## src/rtl/seg_pkg.sv

```systemverilog
// -----------------------------------------------------------------------------
// seg_pkg
// Shared types and helpers for the segmentation DP blocks.
//   dp_state_t : row FSM states (IDLE, RUN, DRAIN)
//   COST_W     : signed cost/energy width used by the datapath
//   COST_MAX / COST_MIN : saturation limits of the signed cost range
//   sat_add    : signed add, clamped to the COST_W range
// -----------------------------------------------------------------------------
package seg_pkg;

    typedef enum logic [1:0] {
        IDLE  = 2'd0,
        RUN   = 2'd1,
        DRAIN = 2'd2
    } dp_state_t;

    localparam int COST_W = 32;

    typedef logic signed [COST_W-1:0] cost_t;
    // Two guard bits: holds the exact sum of three cost-width operands.
    typedef logic signed [COST_W+1:0] wide_t;

    localparam cost_t COST_MAX = {1'b0, {(COST_W-1){1'b1}}};
    localparam cost_t COST_MIN = {1'b1, {(COST_W-1){1'b0}}};

    // Operands are passed wide so a caller can fold several terms into one
    // exact sum and clamp only once at the end.
    function automatic cost_t sat_add(input wide_t a, input wide_t b);
        wide_t s;
        s = a + b;
        if (s > wide_t'(COST_MAX)) begin
            return COST_MAX;
        end else if (s < wide_t'(COST_MIN)) begin
            return COST_MIN;
        end else begin
            return cost_t'(s[COST_W-1:0]);
        end
    endfunction

endpackage

```

## src/rtl/seg_dp_update_if.sv

```systemverilog
// -----------------------------------------------------------------------------
// seg_dp_update_if
// Bundles the row-control, Emin stream and cost/backpointer BRAM signals of
// seg_dp_update.
//   slave  : the DP block (consumes start/stream/rdata, drives BRAM + status)
//   master : the surrounding sequencer / emin / BRAM side
// -----------------------------------------------------------------------------
interface seg_dp_update_if #(
    parameter int BIT_WIDTH = 32,
    parameter int I         = 160
);
    localparam int AW = $clog2(I);

    logic                        start_in;
    logic [AW-1:0]               i_in;
    logic [AW-1:0]               emin_j_in;
    logic signed [BIT_WIDTH-1:0] emin_data_in;
    logic                        emin_valid_in;
    logic [AW-1:0]               cost_raddr_out;
    logic signed [BIT_WIDTH-1:0] cost_rdata_in;
    logic                        cost_we_out;
    logic [AW-1:0]               cost_waddr_out;
    logic signed [BIT_WIDTH-1:0] cost_wdata_out;
    logic [AW-1:0]               bp_wdata_out;
    logic                        done_out;
    logic                        busy_out;
    logic                        err_out;

    modport slave (
        input  start_in, i_in, emin_j_in, emin_data_in, emin_valid_in, cost_rdata_in,
        output cost_raddr_out, cost_we_out, cost_waddr_out, cost_wdata_out,
               bp_wdata_out, done_out, busy_out, err_out
    );

    modport master (
        output start_in, i_in, emin_j_in, emin_data_in, emin_valid_in, cost_rdata_in,
        input  cost_raddr_out, cost_we_out, cost_waddr_out, cost_wdata_out,
               bp_wdata_out, done_out, busy_out, err_out
    );

endinterface

```

## src/rtl/seg_dp_update.sv

```systemverilog
// -----------------------------------------------------------------------------
// seg_dp_update
// One row of the segmentation DP for target index i:
//   OPT(i) = min_{j in [0,i]} OPT(j-1) + Emin(j,i) + PENALTY, OPT(-1) = 0
// Consumes the Emin(j,i) stream, reads OPT(j-1) from the cost BRAM (2-cycle
// read latency), and writes OPT(i) with its argmin j as the backpointer.
// Ports:
//   clk_in, rst_in : clock, synchronous active-high reset
//   bus (slave)    : start_in/i_in, emin_j_in/emin_data_in/emin_valid_in,
//                    cost_raddr_out/cost_rdata_in, cost_we_out/cost_waddr_out/
//                    cost_wdata_out/bp_wdata_out, done_out, busy_out, err_out
// The datapath width comes from seg_pkg::COST_W; BIT_WIDTH must equal it.
// -----------------------------------------------------------------------------
module seg_dp_update
    import seg_pkg::*;
#(
    parameter int BIT_WIDTH = COST_W,
    parameter int I         = 160,
    parameter int PENALTY   = 0
) (
    input  logic            clk_in,
    input  logic            rst_in,
    seg_dp_update_if.slave  bus
);
    localparam int AW = $clog2(I);
    typedef logic [AW-1:0]               idx_t;
    typedef logic signed [BIT_WIDTH-1:0] data_t;
    localparam data_t PEN = data_t'(PENALTY);

    dp_state_t state_q;
    idx_t      i_q, exp_j_q;
    logic      err_q, busy_q, we_q, done_q;
    data_t     best_cost_q, wdata_q;
    idx_t      best_j_q, bp_q;

    // Delay line covering the BRAM read latency (stages 1 and 2).
    logic      v1_q, v2_q, z1_q, z2_q, l1_q, l2_q;
    idx_t      j1_q, j2_q;
    data_t     d1_q, d2_q;

    // Stage 3: registered candidate waiting for the compare.
    logic      v3_q, l3_q;
    idx_t      j3_q;
    data_t     cand_q;

    logic      accept;
    logic      is_last;
    data_t     prev;
    data_t     cand_d;
    logic      take;
    data_t     best_cost_d;
    idx_t      best_j_d;

    assign accept  = (state_q == RUN) && bus.emin_valid_in;
    assign is_last = (bus.emin_j_in == i_q);

    // Address for j==0 wraps and is never used: the zero flag forces prev=0.
    assign bus.cost_raddr_out = (state_q == RUN) ? (bus.emin_j_in - idx_t'(1)) : '0;

    always_comb begin
        prev        = z2_q ? data_t'(0) : data_t'(bus.cost_rdata_in);
        // One exact three-term sum, clamped once.
        cand_d      = data_t'(sat_add(wide_t'(prev), wide_t'(d2_q) + wide_t'(PEN)));
        // Strict compare so a tie keeps the earlier (smaller) j.
        take        = v3_q && (cand_q < best_cost_q);
        best_cost_d = take ? cand_q : best_cost_q;
        best_j_d    = take ? j3_q : best_j_q;
    end

    always_ff @(posedge clk_in) begin
        if (rst_in) begin
            state_q     <= IDLE;
            i_q         <= '0;
            exp_j_q     <= '0;
            err_q       <= 1'b0;
            busy_q      <= 1'b0;
            we_q        <= 1'b0;
            done_q      <= 1'b0;
            best_cost_q <= data_t'(COST_MAX);
            best_j_q    <= '0;
            wdata_q     <= '0;
            bp_q        <= '0;
            v1_q        <= 1'b0;
            v2_q        <= 1'b0;
            v3_q        <= 1'b0;
            z1_q        <= 1'b0;
            z2_q        <= 1'b0;
            l1_q        <= 1'b0;
            l2_q        <= 1'b0;
            l3_q        <= 1'b0;
            j1_q        <= '0;
            j2_q        <= '0;
            j3_q        <= '0;
            d1_q        <= '0;
            d2_q        <= '0;
            cand_q      <= '0;
        end else begin
            v1_q   <= accept;
            l1_q   <= accept && is_last;
            z1_q   <= (bus.emin_j_in == '0);
            j1_q   <= bus.emin_j_in;
            d1_q   <= bus.emin_data_in;
            v2_q   <= v1_q;
            l2_q   <= l1_q;
            z2_q   <= z1_q;
            j2_q   <= j1_q;
            d2_q   <= d1_q;
            v3_q   <= v2_q;
            l3_q   <= l2_q;
            j3_q   <= j2_q;
            cand_q <= cand_d;

            best_cost_q <= best_cost_d;
            best_j_q    <= best_j_d;

            we_q   <= 1'b0;
            done_q <= 1'b0;
            // The write carries the best after the j==i candidate is folded in.
            if (v3_q && l3_q) begin
                we_q    <= 1'b1;
                done_q  <= 1'b1;
                wdata_q <= best_cost_d;
                bp_q    <= best_j_d;
            end

            case (state_q)
                IDLE: begin
                    if (bus.start_in) begin
                        state_q     <= RUN;
                        i_q         <= bus.i_in;
                        exp_j_q     <= '0;
                        best_cost_q <= data_t'(COST_MAX);
                        best_j_q    <= '0;
                        err_q       <= 1'b0;
                        busy_q      <= 1'b1;
                    end
                end
                RUN: begin
                    if (accept) begin
                        exp_j_q <= exp_j_q + idx_t'(1);
                        if (bus.emin_j_in != exp_j_q) begin
                            err_q <= 1'b1;
                        end
                        if (is_last) begin
                            state_q <= DRAIN;
                        end
                    end
                end
                DRAIN: begin
                    if (done_q) begin
                        state_q <= IDLE;
                        busy_q  <= 1'b0;
                    end
                end
                default: state_q <= IDLE;
            endcase
        end
    end

    assign bus.cost_we_out    = we_q;
    assign bus.cost_waddr_out = i_q;
    assign bus.cost_wdata_out = wdata_q;
    assign bus.bp_wdata_out   = bp_q;
    assign bus.done_out       = done_q;
    assign bus.busy_out       = busy_q;
    assign bus.err_out        = err_q;

endmodule

```

## src/flat_wrapper.sv

```systemverilog
// flat-port wrapper written by rule: the top's interface ports become plain ports
module seg_dp_update_flat import seg_pkg::*;
#(
    parameter int BIT_WIDTH = COST_W,
    parameter int I         = 160,
    parameter int PENALTY   = 0
)
  (clk_in, rst_in, bus_start_in, bus_i_in, bus_emin_j_in, bus_emin_data_in, bus_emin_valid_in, bus_cost_rdata_in, bus_cost_raddr_out, bus_cost_we_out, bus_cost_waddr_out, bus_cost_wdata_out, bus_bp_wdata_out, bus_done_out, bus_busy_out, bus_err_out);
  seg_dp_update_if #(.BIT_WIDTH(BIT_WIDTH), .I(I)) bus_i ();
  input  logic clk_in;
  input  logic rst_in;
  input wire logic [$bits(bus_i.start_in)-1:0] bus_start_in;
  input wire logic [$bits(bus_i.i_in)-1:0] bus_i_in;
  input wire logic [$bits(bus_i.emin_j_in)-1:0] bus_emin_j_in;
  input wire logic [$bits(bus_i.emin_data_in)-1:0] bus_emin_data_in;
  input wire logic [$bits(bus_i.emin_valid_in)-1:0] bus_emin_valid_in;
  input wire logic [$bits(bus_i.cost_rdata_in)-1:0] bus_cost_rdata_in;
  output wire logic [$bits(bus_i.cost_raddr_out)-1:0] bus_cost_raddr_out;
  output wire logic [$bits(bus_i.cost_we_out)-1:0] bus_cost_we_out;
  output wire logic [$bits(bus_i.cost_waddr_out)-1:0] bus_cost_waddr_out;
  output wire logic [$bits(bus_i.cost_wdata_out)-1:0] bus_cost_wdata_out;
  output wire logic [$bits(bus_i.bp_wdata_out)-1:0] bus_bp_wdata_out;
  output wire logic [$bits(bus_i.done_out)-1:0] bus_done_out;
  output wire logic [$bits(bus_i.busy_out)-1:0] bus_busy_out;
  output wire logic [$bits(bus_i.err_out)-1:0] bus_err_out;
  assign bus_i.start_in = bus_start_in;
  assign bus_i.i_in = bus_i_in;
  assign bus_i.emin_j_in = bus_emin_j_in;
  assign bus_i.emin_data_in = bus_emin_data_in;
  assign bus_i.emin_valid_in = bus_emin_valid_in;
  assign bus_i.cost_rdata_in = bus_cost_rdata_in;
  assign bus_cost_raddr_out = bus_i.cost_raddr_out;
  assign bus_cost_we_out = bus_i.cost_we_out;
  assign bus_cost_waddr_out = bus_i.cost_waddr_out;
  assign bus_cost_wdata_out = bus_i.cost_wdata_out;
  assign bus_bp_wdata_out = bus_i.bp_wdata_out;
  assign bus_done_out = bus_i.done_out;
  assign bus_busy_out = bus_i.busy_out;
  assign bus_err_out = bus_i.err_out;
  seg_dp_update #(.BIT_WIDTH(BIT_WIDTH), .I(I), .PENALTY(PENALTY)) u_core (.clk_in(clk_in), .rst_in(rst_in), .bus(bus_i));
endmodule
```

## config.mk

```make
export PLATFORM = sky130hd
export DESIGN_NAME = seg_dp_update_flat
export DESIGN_NICKNAME = d
export VERILOG_FILES = /design/src/rtl/seg_pkg.sv /design/src/rtl/seg_dp_update_if.sv /design/src/rtl/seg_dp_update.sv /design/src/flat_wrapper.sv
export SDC_FILE = /design/constraint.sdc
export NUM_CORES = 1
export LEC_CHECK = 0
export ABC_AREA = 1
export BUFFER_PORTS_ARGS = -buffer_cell sky130_fd_sc_hd__buf_2
export CAP_MARGIN = 20
export CORE_MARGIN = 4
export CORE_UTILIZATION = 58
export CTS_CLUSTER_SIZE = 10
export DETAILED_ROUTE_END_ITERATION = 6
export PLACE_DENSITY = 0.8
export SETUP_SLACK_MARGIN = 0.3
export SLEW_MARGIN = 20
export SYNTH_ARGS = -nofsm -noshare
export SYNTH_HDL_FRONTEND = slang
export SYNTH_SLANG_ARGS = --single-unit
```

## constraint.sdc

```tcl
create_clock -name clk_in -period 2.7 [get_ports clk_in]
set_clock_uncertainty 0.1 [all_clocks]
set_input_delay 0.135 -clock clk_in [delete_from_list [all_inputs] [get_ports clk_in]]
set_output_delay 0.135 -clock clk_in [all_outputs]
set_load 0.05 [all_outputs]
```

* Yosys cells after proc, flatten, opt, wreduce, memory -nomap -nowiden
Index checks and enable logic that the tools add are counted.
Widths: inputs -> output; s select.
** Word-level totals
- Flip-flop bits (word level) :: 229
- Latch bits :: 0
- RAM bits :: 0
- ROM bits :: 0
- Bits of input ports :: 84
- Output and inout bits :: 60
- Word-level logic and storage cells :: 80
- Memories :: 0
** Operators by class
- Add/subtract/negate cells :: 3
- $mul :: 0
- Div/mod/pow operators :: 0
- Magnitude comparators :: 3
- Equality and inequality tests :: 9
- Shift-type cells :: 0
- Multiplexer cells :: 26
- Bitwise operators :: 0
- Reduce and logical (&&, ||, !) cells :: 14
** Operator list (count)
- $mux 32 :: 5
- $mux 8 :: 6
- $gt 34x32->1 const B :: 1
- $lt 34x32->1 const B :: 1
- $add 32x32->33 :: 1
- $lt 32x32->1 :: 1
- $mux 31 :: 1
- $pmux 8 s2 :: 1
- $add 8x1->8 const B :: 1
- $eq 8x8->1 :: 1
- $logic_not 8->1 :: 1
- $mux 2 :: 4
- $ne 8x8->1 :: 1
- $reduce_and 4->1 :: 2
- $sub 8x1->8 const B :: 1
- $mux 1 :: 6
- $ne 2x1->1 const B :: 3
- $pmux 2 s3 :: 1
- $reduce_and 3->1 :: 2
- $logic_and 1x1->1 :: 4
- $ne 2x2->1 const B :: 2
- $pmux 1 s2 :: 2
- $reduce_bool 2->1 :: 2
- $eq 2x1->1 const B :: 1
- 4 further kinds :: 4

* Longest topological paths before layout
- Word-level depth :: 5
- Gate-level depth with buffers :: 19

* Least setup slack after synthesis
OpenSTA, ideal clock, no wires.
- Path type :: register -> register
- From :: reg u_core.z2_q
- To :: reg u_core.cand_q[13]
- Library setup time :: 143 ps
- Arrival :: 2224 ps
- Required time :: 2457 ps
- Path slack :: 233 ps
- Stages on the path, launching flop included :: 17
- Path buffers :: 2
- Path through :: dfxtp_1 clkbuf_1 nor2_1 ha_1 a21oi_1 o21ai_2 a21oi_2 o21ai_2 nand2_2 nand2_1 nand2_1 nand2_2 inv_2 nand2_4 buf_12 nand2_2 a21oi_2
** On the way
- Longest elaborated chain between the ends :: 5
- Elaborated cells between the ends (all ways) :: 6
** RTL lines
- start: declaration :: line seg_dp_update.sv:37 : logic v1_q, v2_q, z1_q, z2_q, l1_q, l2_q;
- start signal: assignment :: line seg_dp_update.sv:105 : z2_q <= z1_q;
- $mux 32 * :: line seg_dp_update.sv:61 : prev = z2_q ? data_t'(0) : data_t'(bus.cost_rdata_in);
- $add 32x32->33 * :: line seg_pkg.sv:30 : s = a + b;
- $lt 34x32->1 :: line seg_pkg.sv:33 : end else if (s < wide_t'(COST_MIN)) begin
- $mux 32 :: line seg_pkg.sv:33
- $mux 31 * :: line seg_pkg.sv:31 : if (s > wide_t'(COST_MAX)) begin
- end signal: assignment :: line seg_dp_update.sv:111 : cand_q <= cand_d;
- end: declaration :: line seg_dp_update.sv:44 : data_t cand_q;
Every way passes the cells marked *; elsewhere a longest branch is shown, timed or not.
A chain may end at the register's enable or synchronous reset.

* Worst setup path after layout
- From :: reg u_core.best_cost_q[13]
- To :: reg u_core.wdata_q[14], in the netlist u_core.bus.cost_wdata_out[14]
** On the way
- Longest elaborated chain between the ends :: 3
** RTL lines
- start: declaration :: line seg_dp_update.sv:33 : data_t best_cost_q, wdata_q;
- start signal: assignment :: line seg_dp_update.sv:79 : best_cost_q <= data_t'(COST_MAX);
- start signal: assignment :: line seg_dp_update.sv:113 : best_cost_q <= best_cost_d;
- start signal: assignment :: line seg_dp_update.sv:132 : best_cost_q <= data_t'(COST_MAX);
- $lt 32x32->1 :: line seg_dp_update.sv:65 : take = v3_q && (cand_q < best_cost_q);
- $logic_and 1x1->1 :: line seg_dp_update.sv:65
- $mux 32 :: line seg_dp_update.sv:66 : best_cost_d = take ? cand_q : best_cost_q;
- end signal: assignment :: line seg_dp_update.sv:122 : wdata_q <= best_cost_d;
- end: declaration :: line seg_dp_update.sv:33
No other way between the ends.

==> results_dict.tcl <==
set metrics [dict create \
    timing.rr.end "u_core.bus.cost_wdata_out[14]$_SDFFE_PP0P_" \
    gr-total-overflow 0 \
    setup_violations 1 \
    ys_ff_latch 229 \
    fin_ws_ns -0.00388 \
    ios 144 \
    netlist_area_um2 11100 \
    hold_path_depth 2 \
    grt_pass1_vias 9797 \
    crit_arrival_ns 3.02 \
    critical_path.startpoint_type "flip-flop" \
    switchingPower_uw 2340 \
    hold_viol_final 0 \
    fin_crit_ns 2.70 \
    cts_root_buf "clkbuf_16" \
    clk_path_buf_depth 3 \
    cts_buffers 27 \
    outcome "complete, but fails checks" \
    die-width_um 147 \
    hold_class "input pin to flip-flop" \
    r2r-start "u_core.best_cost_q[13]$_SDFF_PP1_" \
    nFillCells 1080 \
    drc 0 \
    synth_top_area_share_pct 41.2 \
    reg2reg_slack_ns -0.004 \
    tritoncts "built" \
    multiInputGateArea_um2 6610 \
    wl_um 33100 \
    die_h_um 147 \
    dieArea_um2 21500 \
    rsz0062_at_grt "yes" \
    synthToLayoutAreaGrowth_pct 36.8 \
    core.rowCount 50 \
    regArea_um2 4630 \
    async_flop_share_pct 0 \
    instances_no_fill 2001 \
    power_frac_seq_pct 44.2 \
    end_kind "flip-flop" \
    clkTransAtPathRegs_ns 0.06 \
    synth.area.top_cells "dfxtp_1, nor2_1, inv_1" \
    synth_edf_count 0 \
    required_ns 3.01 \
    via_per_inst 5.56 \
    min_from "rst_in" \
    worstSkewPairLatency_ns 0.53 \
    grt_pass1_wl_um 44600 \
    synthDistinctLibCells 36 \
    post-dp-hpwl_um 18000 \
    n_antenna_cell 0 \
    antenna_found_initial 0 \
    power_frac_comb_pct 18.3 \
    start_util_pct 59.3 \
    synth_common_cells "nor2_1, inv_1, dfxtp_1" \
    drive_gt1_share_pct 32.5 \
    powerDensity_nw_per_um2 543 \
    grt_max_degree 109 \
    max_slew_margin_pct 48.4 \
    cts_max_level 1 \
    path_class "flip-flop to flip-flop" \
    synth_cells 1528 \
    vias 11100 \
    slew_violations 0 \
    drtIter0Drc 879 \
    wl_per_cell_um 16.6 \
    p_int_uw 5940 \
    dp_cells 1868 \
    maxCapViolations 0 \
    peakVddDrop_v 0.000498 \
    final_util_pct 81.1 \
    p_clk_share_pct 37.5 \
    grt_usage_pct 24.1 \
    power.leakage_uw 0.00736 \
    p_sw_share_pct 28.2 \
    violations "negative setup slack" \
    yosys_warnings 0 \
    max_freq_ghz 0.370 \
    finalCritPeriodShare_pct 100 \
    port_buffers 143 \
    synth_top_cell_by_area "dfxtp_1" \
    cp_max_fo 8 \
    clock_sinks 229 \
    syn_nets 1679 \
    ys_seq_area_share_pct 41.2 \
    r2r_cells 14 \
    hold_end "u_core.d2_q[19]$_SDFF_PP0_" \
    layout.nets 1915 \
    dr.pass1.iters 6 \
    yosys.cell_count.top_type "nor2_1" \
    syn_area_per_cell_um2 7.29 \
    ant_nets 0 \
    routabilityCongestion 0.953 \
    synthFlopType "dfxtp_1" \
    tightest_slew_ns 0.774 \
    core_area_um2 18800 \
]
-- kinds of logic (layout without fill, tap and decap cells) --
family,after synthesis,in the layout,synth area share [%]
xor+xnor,31,31,2.44
fa+ha+maj,67,67,7.60
buf+inv,303,542,11.1
flops,229,229,41.2
simple gates,721,721,28.2
compound gates,177,177,9.45
-- placed cells by master (no fill, tap or decap), types with 6 or more instances in the layout --
master,count
o21ai_1,14
ha_2,10
nor2_2,10
nor2_4,6
buf_12,9
o21ai_0,28
nand2_4,53
nand3_2,40
nand4_1,51
a21oi_1,50
xnor2_1,17
inv_2,12
dfxtp_1,194
buf_4,50
clkbuf_16,32
a21oi_2,64
ha_1,30
ha_4,26
inv_1,231
a21o_1,6
nor2_1,273
nand2_1,157
dfxtp_2,34
nand3_1,46
nor4_1,7
xor2_1,13
buf_2,142
nor3_1,12
nand2_2,51
dlygate4sd3_1,52
-- routing by layer --
metal / GRT usage [%] / part of all wire, %
met1: 32.7 / 40
met2: 40.5 / 49
met3: 3.57 / 7.4
met4: 6.54 / 4.0
met5: 0 / 0
-- worst max path at each step --
stage	start	to	slack [ns]	depth (start not counted)
CTS	u_core.z2_q$_SDFF_PP0_	u_core.cand_q[12]$_SDFF_PP0_	0.15	17
global route	u_core.z2_q$_SDFF_PP0_	u_core.cand_q[19]$_SDFF_PP0_	-0.07	17
detailed placement	u_core.z2_q$_SDFF_PP0_	u_core.cand_q[1]$_SDFF_PP0_	0.02	17
floorplan	u_core.z2_q$_SDFF_PP0_	u_core.cand_q[23]$_SDFF_PP0_	0.34	16
global placement	u_core.z2_q$_SDFF_PP0_	u_core.cand_q[13]$_SDFF_PP0_	0.11	17
finish	u_core.best_cost_q[13]$_SDFF_PP1_	u_core.bus.cost_wdata_out[14]$_SDFFE_PP0P_	-0.004	14
-- timing repair --
| item | 4_1_cts | 5_1_grt |
|---|---|---|
| gates resized for setup | 48 | 300 |
| endpoints found under the setup margin | 39 | 113 |
| setup buffers | 18 | 22 |
| pin swaps | 7 | 88 |
| endpoints found under the hold margin | 53 | 0 |
| hold buffers | 52 | 0 |
| cloned | 3 | 6 |
-- state kept, by name, indices dropped and copies added (netlist names), 2 cells and up --
register and cells:
u_core.j2_q 8, u_core.d1_q 32, u_core.state_q 2, u_core.cand_q 32, u_core.bus.bp_wdata_out 8, u_core.bus.cost_wdata_out 32
u_core.best_j_q 8, u_core.bus.cost_waddr_out 8, u_core.best_cost_q 32, u_core.j3_q 8, u_core.d2_q 32, u_core.j1_q 8
u_core.exp_j_q 8
-- area by class of cell --
cell class              instances  share of cell area, %
clock buffers                  29                   4.55
clock inverters                 3                  0.140
inverters                     243                   5.99
multi-input cells             996                   43.4
flip-flops and latches        229                   30.4
well taps                     234                   1.92
repair buffers                267                   13.6
-- stage by stage --
step | hold slack [ns] | setup WS [ns] | TNS [ns] | cell area [um2] | total power, uW
5_1_grt | 0.0560 | -0.0739 | -1.25 | 15200 | 8560
4_1_cts | 0.00274 | 0.149 | 0 | 13700 | 7990
3_5_place_dp | 0.240 | 0.0224 | 0 | 12100 | 4820
2_1_floorplan | 0.113 | 0.336 | 0 | 11100 | 4530
6_report | 0.0269 | -0.00388 | -0.00388 | 15200 | 8280
3_3_place_gp | 0.236 | 0.106 | 0 | 12100 | 4790
-- critical path, cell delays in order (launching register included) --
cell and delay, ns:
dfxtp_2 0.37, inv_1 0.06, ha_1 0.31, nand2_1 0.11, nor4_2 0.34, nand2_2 0.11
nand2_2 0.11, nand2_4 0.07, nand3_4 0.18, nand3_4 0.22, clkbuf_16 0.28, nand2_4 0.09
nand3_2 0.07, nand2_1 0.11, inv_1 0.05
-- power groups by stage --
stage          combinational (uW)  clock (uW)  sequential, uW
2_1_floorplan                 807           0            3720
3_3_place_gp                 1100           0            3690
3_5_place_dp                 1120           0            3690
4_1_cts                      1260        3110            3620
5_1_grt                      1630        3260            3670
6_report                     1510        3100            3660
Note: power is estimated with default switching activity, not from simulation.
